`config.mk`:
```
export PLATFORM = sky130hd
export DESIGN_NAME = obstacle_spawner
export DESIGN_NICKNAME = d
export VERILOG_FILES = /design/src/rtl/obstacle_spawner.sv
export SDC_FILE = /design/constraint.sdc
export NUM_CORES = 1
export LEC_CHECK = 0
export BUFFER_PORTS_ARGS = -buffer_cell sky130_fd_sc_hd__buf_2
export CELL_PAD_IN_SITES_DETAIL_PLACEMENT = 0
export CELL_PAD_IN_SITES_GLOBAL_PLACEMENT = 1
export CORE_MARGIN = 2
export CORE_UTILIZATION = 50
export DETAILED_ROUTE_END_ITERATION = 12
export GPL_ROUTABILITY_DRIVEN = 0
export PLACE_DENSITY_LB_ADDON = 0.1
export RECOVER_POWER = 25
export SLEW_MARGIN = 0
export SYNTH_ARGS = -nofsm -noshare
export SYNTH_HDL_FRONTEND = slang
export SYNTH_SLANG_ARGS = --single-unit
```
`constraint.sdc`:
```
create_clock -name clk -period 3.55 [get_ports clk]
set_clock_uncertainty 0.2 [all_clocks]
set_input_delay 0.355 -clock clk [delete_from_list [all_inputs] [get_ports clk]]
set_output_delay 0.355 -clock clk [all_outputs]
set_load 0.01 [all_outputs]
```
`src/rtl/obstacle_spawner.sv`:
```
// Obstacle release scheduler: a seeded Galois LFSR picks the gap (in moveClk ticks)
// and sprite type; releases are gated by game state and the current obstacle's busy flag.
module obstacle_spawner #(
    parameter logic [15:0] SEED      = 16'hACE1,
    parameter int          NUM_TYPES = 6,
    parameter int          MIN_GAP   = 60,
    parameter logic [9:0]  GAP_MASK  = 10'h03F,
    parameter int          GAP_STEP  = 6,
    parameter int          GAP_FLOOR = 24
) (
    input  logic       clk,
    input  logic       rst,
    input  logic       moveClk,
    input  logic [1:0] gameState,
    input  logic [2:0] speed_level,
    input  logic       obs_busy,
    output logic       obs_release,
    output logic [3:0] obs_sel,
    output logic [7:0] spawn_count,
    output logic       armed
);
    localparam logic [15:0]        SEED_EFF  = (SEED == 16'h0000) ? 16'hACE1 : SEED;
    localparam logic [15:0]        TAPS      = 16'hB400;
    localparam logic [3:0]         NT        = 4'(NUM_TYPES);
    localparam logic signed [10:0] MIN_GAP_S = 11'(MIN_GAP);
    localparam logic signed [10:0] STEP_S    = 11'(GAP_STEP);
    localparam logic signed [10:0] FLOOR_S   = 11'(GAP_FLOOR);

    typedef enum logic [2:0] {
        S_IDLE    = 3'd0,
        S_LOAD    = 3'd1,
        S_WAIT    = 3'd2,
        S_ARMED   = 3'd3,
        S_RELEASE = 3'd4
    } state_t;

    function automatic logic [15:0] lfsr_step(input logic [15:0] v);
        logic [15:0] shifted;
        shifted   = {1'b0, v[15:1]};
        lfsr_step = v[0] ? (shifted ^ TAPS) : shifted;
    endfunction

    state_t             state_q, state_d;
    logic [15:0]        lfsr_q, lfsr_d;
    logic [9:0]         gap_cnt_q, gap_cnt_d;
    logic [3:0]         next_sel_q, next_sel_d;
    logic [3:0]         obs_sel_q, obs_sel_d;
    logic [7:0]         count_q, count_d;
    logic               release_q, release_d;
    logic               armed_q, armed_d;
    logic [1:0]         sync_q, sync_d;
    logic               mv_prev_q, mv_prev_d;
    logic               tick_q, tick_d;

    logic [3:0]         type_s;
    logic [3:0]         sel_s;
    logic signed [10:0] mg_s;
    logic [9:0]         mg_clamp_s;
    logic [9:0]         gap_s;

    // Sprite type and gap length derived from the current LFSR value and speed
    always_comb begin
        type_s = {1'b0, lfsr_q[2:0]};
        if (type_s >= NT) begin
            sel_s = type_s - NT;
        end else begin
            sel_s = type_s;
        end
        mg_s = MIN_GAP_S - ($signed({8'd0, speed_level}) * STEP_S);
        if (mg_s < FLOOR_S) begin
            mg_clamp_s = FLOOR_S[9:0];
        end else begin
            mg_clamp_s = mg_s[9:0];
        end
        gap_s = mg_clamp_s + (lfsr_q[9:0] & GAP_MASK);
    end

    // Next-state logic; outputs are computed from the next state so they register cleanly
    always_comb begin
        state_d    = state_q;
        lfsr_d     = lfsr_step(lfsr_q);
        gap_cnt_d  = gap_cnt_q;
        next_sel_d = next_sel_q;
        obs_sel_d  = obs_sel_q;
        count_d    = count_q;
        sync_d     = {sync_q[0], moveClk};
        mv_prev_d  = sync_q[1];
        tick_d     = sync_q[1] & ~mv_prev_q;
        if (gameState != 2'd1) begin
            state_d = S_IDLE;
        end else begin
            case (state_q)
                S_IDLE: begin
                    state_d = S_LOAD;
                    count_d = 8'd0;
                end
                S_LOAD: begin
                    gap_cnt_d  = gap_s;
                    next_sel_d = sel_s;
                    state_d    = S_WAIT;
                end
                S_WAIT: begin
                    if (gap_cnt_q == 10'd0) begin
                        state_d = S_ARMED;
                    end else if (tick_q) begin
                        gap_cnt_d = gap_cnt_q - 10'd1;
                    end else begin
                        gap_cnt_d = gap_cnt_q;
                    end
                end
                S_ARMED: begin
                    if (!obs_busy) begin
                        state_d   = S_RELEASE;
                        obs_sel_d = next_sel_q;
                        if (count_q != 8'hFF) begin
                            count_d = count_q + 8'd1;
                        end else begin
                            count_d = count_q;
                        end
                    end else begin
                        state_d = S_ARMED;
                    end
                end
                S_RELEASE: begin
                    state_d = S_LOAD;
                end
                default: begin
                    state_d = S_IDLE;
                end
            endcase
        end
        release_d = (state_d == S_RELEASE);
        armed_d   = (state_d == S_ARMED);
    end

    // State, timer, synchroniser and registered outputs
    always_ff @(posedge clk or negedge rst) begin
        if (!rst) begin
            state_q    <= S_IDLE;
            lfsr_q     <= SEED_EFF;
            gap_cnt_q  <= 10'd0;
            next_sel_q <= 4'd0;
            obs_sel_q  <= 4'd0;
            count_q    <= 8'd0;
            release_q  <= 1'b0;
            armed_q    <= 1'b0;
            sync_q     <= 2'd0;
            mv_prev_q  <= 1'b0;
            tick_q     <= 1'b0;
        end else begin
            state_q    <= state_d;
            lfsr_q     <= lfsr_d;
            gap_cnt_q  <= gap_cnt_d;
            next_sel_q <= next_sel_d;
            obs_sel_q  <= obs_sel_d;
            count_q    <= count_d;
            release_q  <= release_d;
            armed_q    <= armed_d;
            sync_q     <= sync_d;
            mv_prev_q  <= mv_prev_d;
            tick_q     <= tick_d;
        end
    end

    assign obs_release = release_q;
    assign obs_sel     = obs_sel_q;
    assign spawn_count = count_q;
    assign armed       = armed_q;

endmodule

```
==> flow_metrics.tcl, run 1 <==
set metrics [dict create \
    status "finished with violations" \
    violations "max-capacitance violations, max-slew violations" \
    dp_hpwl_mm 3.51 \
    yosysWarnings 0 \
    row_count 26 \
    routed_wl_mm 4.89 \
    grt_pass1_wl_mm 8.61 \
    cp-startpoint "speed_level[1]" \
    async_flop_share 1.00 \
    ys_ff_latch 51 \
    fp.dieH_um 76.0 \
    yosysMostFrequentCell "dfrtp_1" \
    maxCapViolCount 1 \
    ir_worst_vdd_mv 0.250 \
    cp_max_fo 4 \
    diodes 0 \
    synth_top_area_share 0.415 \
    cts.reportedPaths.clkPinSlew_ns 0.10 \
    vias 1944 \
    fin_crit_ns 3.29 \
    whs_ns 0.0302 \
    r2r_slack_ns 0.91 \
    path_buf_inv 2 \
    antenna_found_initial 0 \
    multiInputGateArea_um2 1260 \
    netlist_area_um2 2590 \
    synth_cell_type_count 51 \
    yosys.area.top_type "dfrtp_1" \
    slew_headroom -0.238 \
    dr.pass1.iters 4 \
    grtUsageTotal 0.183 \
    numClockSinks 51 \
    dieArea_um2 5780 \
    setup_viol 0 \
    wire_per_inst_um 13.6 \
    p_leak_nw 1.41 \
    dp_slack_ns -0.253 \
    reg2reg_depth 7 \
    area_growth_pct 15.4 \
    yosys-top-cells-count "dfrtp_1 (43), o21ai_0 (24), nor2_1 (22), nand2_1 (16), a21oi_1 (15)" \
    fp.coreArea_um2 5040 \
    max_freq_ghz 0.304 \
    powerDensity_nw_per_um2 402 \
    htreeDepth 2 \
    worstPathArrival_ns 3.33 \
    hold_end "state_q[0]" \
    cpPeakStageDelay_ns 0.36 \
    rsz0062_at_grt "false" \
    nets 313 \
    fill_cells 465 \
    worst_slew_pin_slew_ns 1.86 \
    rr_startpoint "gap_cnt_q[0]" \
    worstHoldPathCells 2 \
    design_area_um2 2990 \
    vias_per_cell 5.40 \
    grt_overflow 0 \
    synth-edff-count 0 \
    slew_viol_final 35 \
    crit_path_end_kind "register" \
    drive_gt1_frac 0.214 \
    io_buffers 22 \
    drt_iter0_drc 78 \
    synth_ff_type "dfrtp_1" \
    slowest_stage "fa_2" \
    crit_required_ns 3.58 \
    hold_start "gameState[1]" \
    cts_inserted_buffers 5 \
    register_area_um2 1290 \
    grt_max_degree 35 \
    synthCells 250 \
    layout_setup_ws_ns 0.256 \
    min_path_type "input port to register" \
    fin_crit_sh 0.928 \
    cts_buffer_depth 2 \
    synthTopCellsByArea "dfrtp_1 (41%), dfstp_2 (8.1%), ha_1 (6.3%)" \
    synth_area_per_cell_um2 10.4 \
    final-hold-violation-count 0 \
    tns_ns 0 \
    yosysSeqAreaShare 0.496 \
    die_w_um 76.0 \
    crit_family "compound AO/OA/AOI/OAI gates" \
    crit_chain "buf_2 > ha_1 > inv_1 > fa_2 > xor2_2 > nor2_1 > a21oi_1 > o21ai_0 > o22ai_1 > ha_1 > nand2b_1 > ha_1 > a21oi_1 > o21ai_2 > a211oi_1 > a31oi_1 > o21ai_0" \
    start_util 0.515 \
    critPathLaunchType "input port" \
    crit_top_cell "ha_1" \
    placed_cell_area_um2 2860 \
    grt_pass1_vias 1875 \
    reg2reg_to "gap_cnt_q[2]" \
    final_antenna_net_count 0 \
    syn_nets 274 \
    cts_tree "built" \
    cts_root_buf "clkbuf_8" \
    clk_latency_ns 0.31 \
    io_pins 23 \
    drc 0 \
    path_class "input port to register" \
]
## cell usage in the layout, fill, tap and decap left out, types with 3 or more instances in the layout
| cell type | instances |
|---|---|
| a211oi_1 | 3 |
| a21oi_1 | 15 |
| a31oi_1 | 5 |
| and3_1 | 4 |
| buf_2 | 15 |
| buf_4 | 13 |
| clkbuf_1 | 7 |
| clkbuf_8 | 5 |
| dfrtp_1 | 43 |
| dfstp_2 | 6 |
| ha_1 | 13 |
| inv_1 | 10 |
| mux2_2 | 5 |
| nand2_1 | 16 |
| nand2b_1 | 6 |
| nand3_1 | 8 |
| nor2_1 | 22 |
| nor2b_1 | 3 |
| nor3_1 | 4 |
| o21a_1 | 4 |
| o21ai_0 | 23 |
| o31ai_1 | 3 |
| o41ai_1 | 3 |
| xnor2_1 | 4 |
| xor2_1 | 5 |
## per-layer routing
metal,share of wire,GRT usage,wire [um],vias to the layer above
met1,0.49,0.241,2410,939
met3,0.030,0.0403,145,4
met5,0,0,0,-
met4,0.0094,0.0564,46,0
met2,0.47,0.305,2290,30
li1,-,-,-,971
## worst max path at each step
stage | endpoint | slack, ns | cells past startpoint
finish | gap_cnt_q[9] | 0.26 | 17
global route | gap_cnt_q[3] | 0.02 | 19
CTS | gap_cnt_q[9] | 0.08 | 18
detailed placement | gap_cnt_q[9] | -0.25 | 18
global placement | gap_cnt_q[9] | -0.11 | 18
floorplan | gap_cnt_q[9] | 0.09 | 17
## layout make-up
cell class,count,share of cell area
clock inverters,3,0.0113
flip-flops and latches,51,0.430
repair buffers,37,0.0731
well taps,70,0.0293
inverters,10,0.0125
clock buffers,5,0.0230
multi-input cells,184,0.421
## power breakdown
part | internal [W] | total, W | leakage (nW) | switching (W)
Clock | 0.000150 | 0.000362 | 0.0519 | 0.000212
Combinational | 0.0000904 | 0.000197 | 0.700 | 0.000107
Sequential | 0.000614 | 0.000645 | 0.656 | 0.0000306
## through the flow
stage                     total power, W  instances  utilization
final                            0.00120        360        0.594
after detailed placement        0.000847        350        0.568
after CTS                        0.00122        360        0.592
after global placement          0.000845        350        0.568
after global routing             0.00127        360        0.594
after floorplan                 0.000781        250            -
## state kept, by name, indices dropped and copies added (netlist names)
name,count
lfsr_q,16
spawn_count,8
sync_q,2
obs_sel,4
state_q,3
mv_prev_q,1
armed,1
gap_cnt_q,10
tick_q,1
obs_release,1
next_sel_q,4
## what timing repair did
item / 4_1_cts / 5_1_grt
buffers inserted: 0 / 0
endpoints found under the hold margin: 31 / 0
gates resized for setup: 0 / 5
setup endpoints to repair: 0 / 4
hold buffers: 2 / 0
## cells by family after synthesis
| family | Yosys count | share of synthesized area |
|---|---|---|
| flip-flops | 51 | 0.496 |
| multiplexers | 5 | 0.0217 |
| buffers and inverters | 15 | 0.0246 |
| AND/OR/NAND/NOR | 84 | 0.180 |
| adder cells (fa/ha/maj) | 15 | 0.0781 |
| XOR/XNOR | 10 | 0.0337 |
| AO/OA/AOI/OAI | 70 | 0.166 |
Power figures use the tool's default switching activity.
==> run 2: changes to the inputs <==
ABC_AREA = 1   (was not set)
CORE_UTILIZATION = 45   (was 50)
clock period = 3.7 ns   (was 3.55 ns; I/O delays follow)
==> run 2 against run 1 <==
  * The flow still finishes with violations (max-capacitance violations, max-slew violations)
  * Via count is 5.9% higher
  * Global-route usage is 1.2 points lower
  * Synthesized cell count is 30% higher
  * Combinational power is 27% higher
  * Die area is 17% higher
  * Worst hold slack better by 0.13 ns
  * Register-to-register slack better by 0.71 ns
  * Critical endpoint unchanged
==> flow_metrics.tcl, run 2 <==
set metrics [dict create \
    yosys-top-cells-count "nand2_1 (87), dfrtp_1 (43), inv_1 (42), nand3_1 (31), nor2_1 (22)" \
    yosysMostFrequentCell "nand2_1" \
    grt_max_degree 29 \
    synthTopCellsByArea "dfrtp_1 (39%), nand2_1 (12%), dfstp_2 (7.6%)" \
    synth-adder-area-share 0.0737 \
    io_pins 23 \
    cpPeakStageDelay_ns 0.44 \
    synth_ff_type "dfrtp_1" \
    slowest_stage "fa_1" \
    netlist_area_um2 2750 \
    final_antenna_net_count 0 \
    vias 2058 \
    worst_slew_pin_slew_ns 1.59 \
    largest_reg_flops 16 \
    synth_xor_area_frac 0.0319 \
    cp_max_fo 3 \
    yosysSeqAreaShare 0.468 \
    crit_required_ns 3.71 \
    min_path_type "register to register" \
    dr.pass1.iters 4 \
    synthCells 326 \
    crit_path_end_kind "register" \
    powerDensity_nw_per_um2 387 \
    reg2reg_to "gap_cnt_q[4]" \
    ir_worst_vdd_mv 0.223 \
    row_count 28 \
    drive_gt1_frac 0.203 \
    synth_top_area_share 0.391 \
    p_leak_nw 1.66 \
    crit_chain "buf_2 > ha_1 > inv_1 > fa_1 > xnor2_2 > buf_4 > xnor2_2 > nor2_1 > nor2_1 > ha_1 > inv_1 > o21ai_0 > a21oi_1 > inv_1 > fa_2 > nand3b_1 > nand2_2 > nand2_1 > nand3_1 > nand2_1 > nand2_1 > nand2_1" \
    max_freq_ghz 0.295 \
    grtUsageTotal 0.171 \
    final_common_cell "nand2_1" \
    grt_overflow 0 \
    rr_startpoint "gap_cnt_q[0]" \
    io_buffers 22 \
    cts_tree "built" \
    yosys.area.top_type "dfrtp_1" \
    fin_crit_ns 3.39 \
    slew_headroom -0.0598 \
    violations "max-capacitance violations, max-slew violations" \
    slew_viol_final 29 \
    numClockSinks 51 \
    cts_root_buf "clkbuf_8" \
    reg2reg_depth 9 \
    synth_compound_area_frac 0.0769 \
    grt_pass1_wl_mm 8.70 \
    wire_per_inst_um 11.8 \
    maxCapViolCount 1 \
    area_growth_pct 13.0 \
    worstPathArrival_ns 3.39 \
    final_cell_mix "nand2_1 (86), inv_1 (43), dfrtp_1 (43)" \
    top_register "lfsr_q" \
    antenna_found_initial 0 \
    vias_per_cell 4.73 \
    async_flop_share 1.00 \
    grt_pass1_vias 1920 \
    fp.coreArea_um2 5920 \
    synth_cell_type_count 31 \
    routed_wl_mm 5.14 \
    diodes 0 \
    yosysWarnings 0 \
    synth-edff-count 0 \
    fill_cells 573 \
    htreeDepth 2 \
    post_synth_and_or_nand_nor_area_fraction 0.268 \
    status "finished with violations" \
    setup_viol 0 \
    drt_iter0_drc 88 \
    die_w_um 82.2 \
    fin_crit_sh 0.916 \
    dp_slack_ns -0.0342 \
    hold_end "sync_q[1]" \
    muxShareOfSynthArea 0 \
    cts_buffer_depth 2 \
    synth_top_family_by_area "simple AND/OR/NAND/NOR gates" \
    fp.dieH_um 82.2 \
    critPathLaunchType "input port" \
    start_util 0.464 \
    cts_inserted_buffers 5 \
    syn_nets 350 \
    design_area_um2 3110 \
    dieArea_um2 6750 \
    clk_latency_ns 0.31 \
    hold_start "sync_q[0]" \
    drc 0 \
    tns_ns 0 \
    layout_setup_ws_ns 0.312 \
    ys_ff_latch 51 \
    path_class "input port to register" \
    placed_cell_area_um2 2940 \
    crit_top_cell "nand2_1" \
    worstHoldPathCells 0 \
    nets 383 \
    synth_area_per_cell_um2 8.43 \
    cts.reportedPaths.clkPinSlew_ns 0.10 \
    dp_hpwl_mm 3.76 \
    final-hold-violation-count 0 \
    r2r_slack_ns 1.62 \
]
==> run 2: cell count changes after synthesis, sizes merged, moves of 5 or more <==
cell,delta
a31oi,-5
a21oi,-12
mux2,-5
nand3,+24
inv,+38
nand2,+79
nand2b,-6
==> run 2: worst max-delay path by stage <==
| stage | start | end | cells after the start |
|---|---|---|---|
| after floorplan | speed_level[0] | gap_cnt_q[7] | 21 |
| after global placement | speed_level[0] | gap_cnt_q[9] | 22 |
| after detailed placement | speed_level[1] | gap_cnt_q[9] | 22 |
| after CTS | speed_level[0] | gap_cnt_q[9] | 22 |
| after global routing | speed_level[0] | gap_cnt_q[7] | 22 |
| final | speed_level[1] | gap_cnt_q[9] | 22 |
==> run 2: critical path: cells and delay by family <==
kind,cells,cell delay (ns)
and+or+nand+nor,9,0.74
adders and majority gates,4,1.20
AOI/OAI and AO/OA,2,0.25
xor gates and xnor gates,2,0.34
buffers and inverters,5,0.49
==> run 2: final cells by class <==
class	instances	area, um^2	share of cell area
flip-flops and latches	51	1290	0.414
multi-input cells	222	1270	0.409
inverters	49	185	0.0596
repair buffers	30	173	0.0556
well taps	75	93.8	0.0302
clock buffers	5	68.8	0.0222
clock inverters	3	27.5	0.00886
==> run 2: cell families after synthesis <==
family          after synthesis
fa+ha+maj                    15
flops                        51
simple gates                163
compound gates               34
xor+xnor                     10
buf+inv                      53
==> run 2: layer usage <==
layer | track usage | vias up | share of wire
li1 | - | 1089 | -
met1 | 0.238 | 933 | 0.51
met2 | 0.269 | 31 | 0.45
met3 | 0.0391 | 5 | 0.029
met4 | 0.0450 | 0 | 0.011
met5 | 0 | - | 0
==> run 2: repair_timing <==
action | CTS | global route
resized for setup | 0 | 6
endpoints found under the setup margin | 0 | 4
hold buffers | 2 | 0
endpoints found under the hold margin | 28 | 0
setup buffers | 0 | 2
==> run 2: power breakdown <==
group          total [W]  switching (W)  leakage, nW  internal [W]
clock network   0.000339       0.000200       0.0463      0.000139
registers       0.000612      0.0000229        0.662      0.000589
logic           0.000250       0.000155        0.951     0.0000955
==> run 2: metrics by stage <==
step / hold WS [ns] / total power [W] / std cells / util
final: 0.159 / 0.00120 / 435 / 0.525
after CTS: 0.158 / 0.00121 / 433 / 0.517
after floorplan: -0.126 / 0.000796 / 326 / -
after global placement: 0.132 / 0.000855 / 423 / 0.497
after global routing: 0.172 / 0.00128 / 435 / 0.525
after detailed placement: 0.136 / 0.000859 / 423 / 0.497
==> run 3: changes to the inputs <==
--- a/config.mk
+++ b/config.mk
@@ -21 +21,2 @@
 export SYNTH_SLANG_ARGS = --single-unit
+export TNS_END_PERCENT = 20
--- a/constraint.sdc
+++ b/constraint.sdc
@@ -4,2 +4,2 @@
 set_output_delay 0.37 -clock clk [all_outputs]
-set_load 0.01 [all_outputs]
+set_load 0.02 [all_outputs]
==> run 3 against run 2 <==
  * The run still ends with max-capacitance violations, max-slew violations left
  * Non-clock buffer count did not move
  * Core utilization barely moved
  * Worst hold slack did not move
  * Sequential power hardly changed
  * Sequential cell count is the same
  * Routed wire length hardly changed
==> flow_metrics.tcl, run 3 (synthesis results as in run 2) <==
set metrics [dict create \
    setup_viol 0 \
    fin_crit_ns 3.39 \
    crit_chain "buf_2 > ha_1 > inv_1 > fa_1 > xnor2_2 > buf_4 > xnor2_2 > nor2_1 > nor2_1 > ha_1 > inv_1 > o21ai_0 > a21oi_1 > inv_1 > fa_2 > nand3b_1 > nand2_2 > nand2_1 > nand3_1 > nand2_1 > nand2_1 > nand2_1" \
    grt_max_degree 29 \
    antenna_found_initial 0 \
    power_w 0.00120 \
    grtUsageTotal 0.171 \
    crit_top_cell "nand2_1" \
    dr.pass1.iters 4 \
    routed_wl_mm 5.14 \
    nets 383 \
    ir_worst_vdd_mv 0.223 \
    cts_buffer_depth 2 \
    vias_per_cell 4.73 \
    fp.dieH_um 82.2 \
    crit_required_ns 3.71 \
    final_cell_mix "nand2_1 (86), inv_1 (43), dfrtp_1 (43)" \
    numClockSinks 51 \
    dp_hpwl_mm 3.76 \
    placed_cell_area_um2 2940 \
    final-hold-violation-count 0 \
    drive_gt1_frac 0.206 \
    largest_reg_flops 16 \
    die_w_um 82.2 \
    whs_ns 0.159 \
    design_area_um2 3110 \
    vias 2058 \
    fp.coreArea_um2 5920 \
    final_antenna_net_count 0 \
    clk_latency_ns 0.31 \
    wire_per_inst_um 11.8 \
    status "finished with violations" \
    fill_cells 572 \
    grt_pass1_vias 1920 \
    htreeDepth 2 \
    cpPeakStageDelay_ns 0.44 \
    slew_headroom -0.0594 \
    worst_slew_pin_slew_ns 1.59 \
    worstPathArrival_ns 3.39 \
    crit_path_end_kind "register" \
    top_register "lfsr_q" \
    powerDensity_nw_per_um2 387 \
    cts_root_buf "clkbuf_8" \
    area_growth_pct 13.0 \
    drt_iter0_drc 88 \
    diodes 0 \
    grt_overflow 0 \
    dieArea_um2 6750 \
    row_count 28 \
    maxCapViolCount 1 \
    p_leak_nw 1.66 \
    cts_tree "built" \
    fin_crit_sh 0.916 \
    final_common_cell "nand2_1" \
    cp_max_fo 3 \
    slew_viol_final 29 \
    slowest_stage "fa_1" \
    start_util 0.464 \
    min_path_type "register to register" \
    max_freq_ghz 0.295 \
    io_buffers 22 \
    violations "max-capacitance violations, max-slew violations" \
    grt_pass1_wl_mm 8.70 \
    critPathLaunchType "input port" \
    io_pins 23 \
    drc 0 \
    cts_inserted_buffers 5 \
    cts.reportedPaths.clkPinSlew_ns 0.10 \
    path_class "input port to register" \
]
## run 3: what timing repair did
action                                  4_1_cts  5_1_grt
endpoints found under the setup margin        0        4
gates resized for setup                       0        6
hold endpoints to repair                     28        0
buffers inserted                              0        2
hold buffers                                  2        0
## run 3: per-stage QoR
stage               setup TNS [ns]  cells   util  setup WS [ns]
global route               -0.0174    435  0.525       -0.00946
CTS                              0    433  0.517          0.301
detailed placement         -0.0739    423  0.497        -0.0342
global placement                 0    423  0.497         0.0283
floorplan                        0    326      -          0.255
finish                           0    435  0.525          0.312
## run 3: path summary, 6_finish.rpt
path                                      from             end  slack (ns)  depth (start not counted)
worst max-delay path            speed_level[1]    gap_cnt_q[9]        0.31                         22
worst min-delay path                 sync_q[0]       sync_q[1]        0.16                          0
worst max register to register    gap_cnt_q[0]    gap_cnt_q[4]        1.62                          9
worst min register to register       sync_q[0]       sync_q[1]        0.16                          0
max in group asynchronous                  rst      lfsr_q[11]        1.40                          3
min in group asynchronous                  rst  spawn_count[5]        0.78                          2
## run 3: power breakdown
group	switching (W)	internal, W	total [W]
clock	0.000200	0.000139	0.000339
sequential	0.0000229	0.000589	0.000612
combinational	0.000157	0.0000956	0.000253
total	0.000380	0.000823	0.00120
## run 3: final cells by class
cell class              count  area (um^2)  area share
clock buffers               5         68.8      0.0222
multi-input cells         222         1270       0.409
inverters                  49          185      0.0596
well taps                  75         93.8      0.0302
repair buffers             30          174      0.0560
clock inverters             3         27.5     0.00886
flip-flops and latches     51         1290       0.414
## run 3: critical path: cells and delay by family
kind	cells	cell delay, ns
xor+xnor	2	0.34
simple gates	9	0.74
fa+ha+maj	4	1.20
compound gates	2	0.25
buf+inv	5	0.49
## run 3: per-layer routing
layer	share of wire	track usage
met1	0.51	0.238
met2	0.45	0.269
met3	0.029	0.0391
met4	0.011	0.0450
met5	0	0
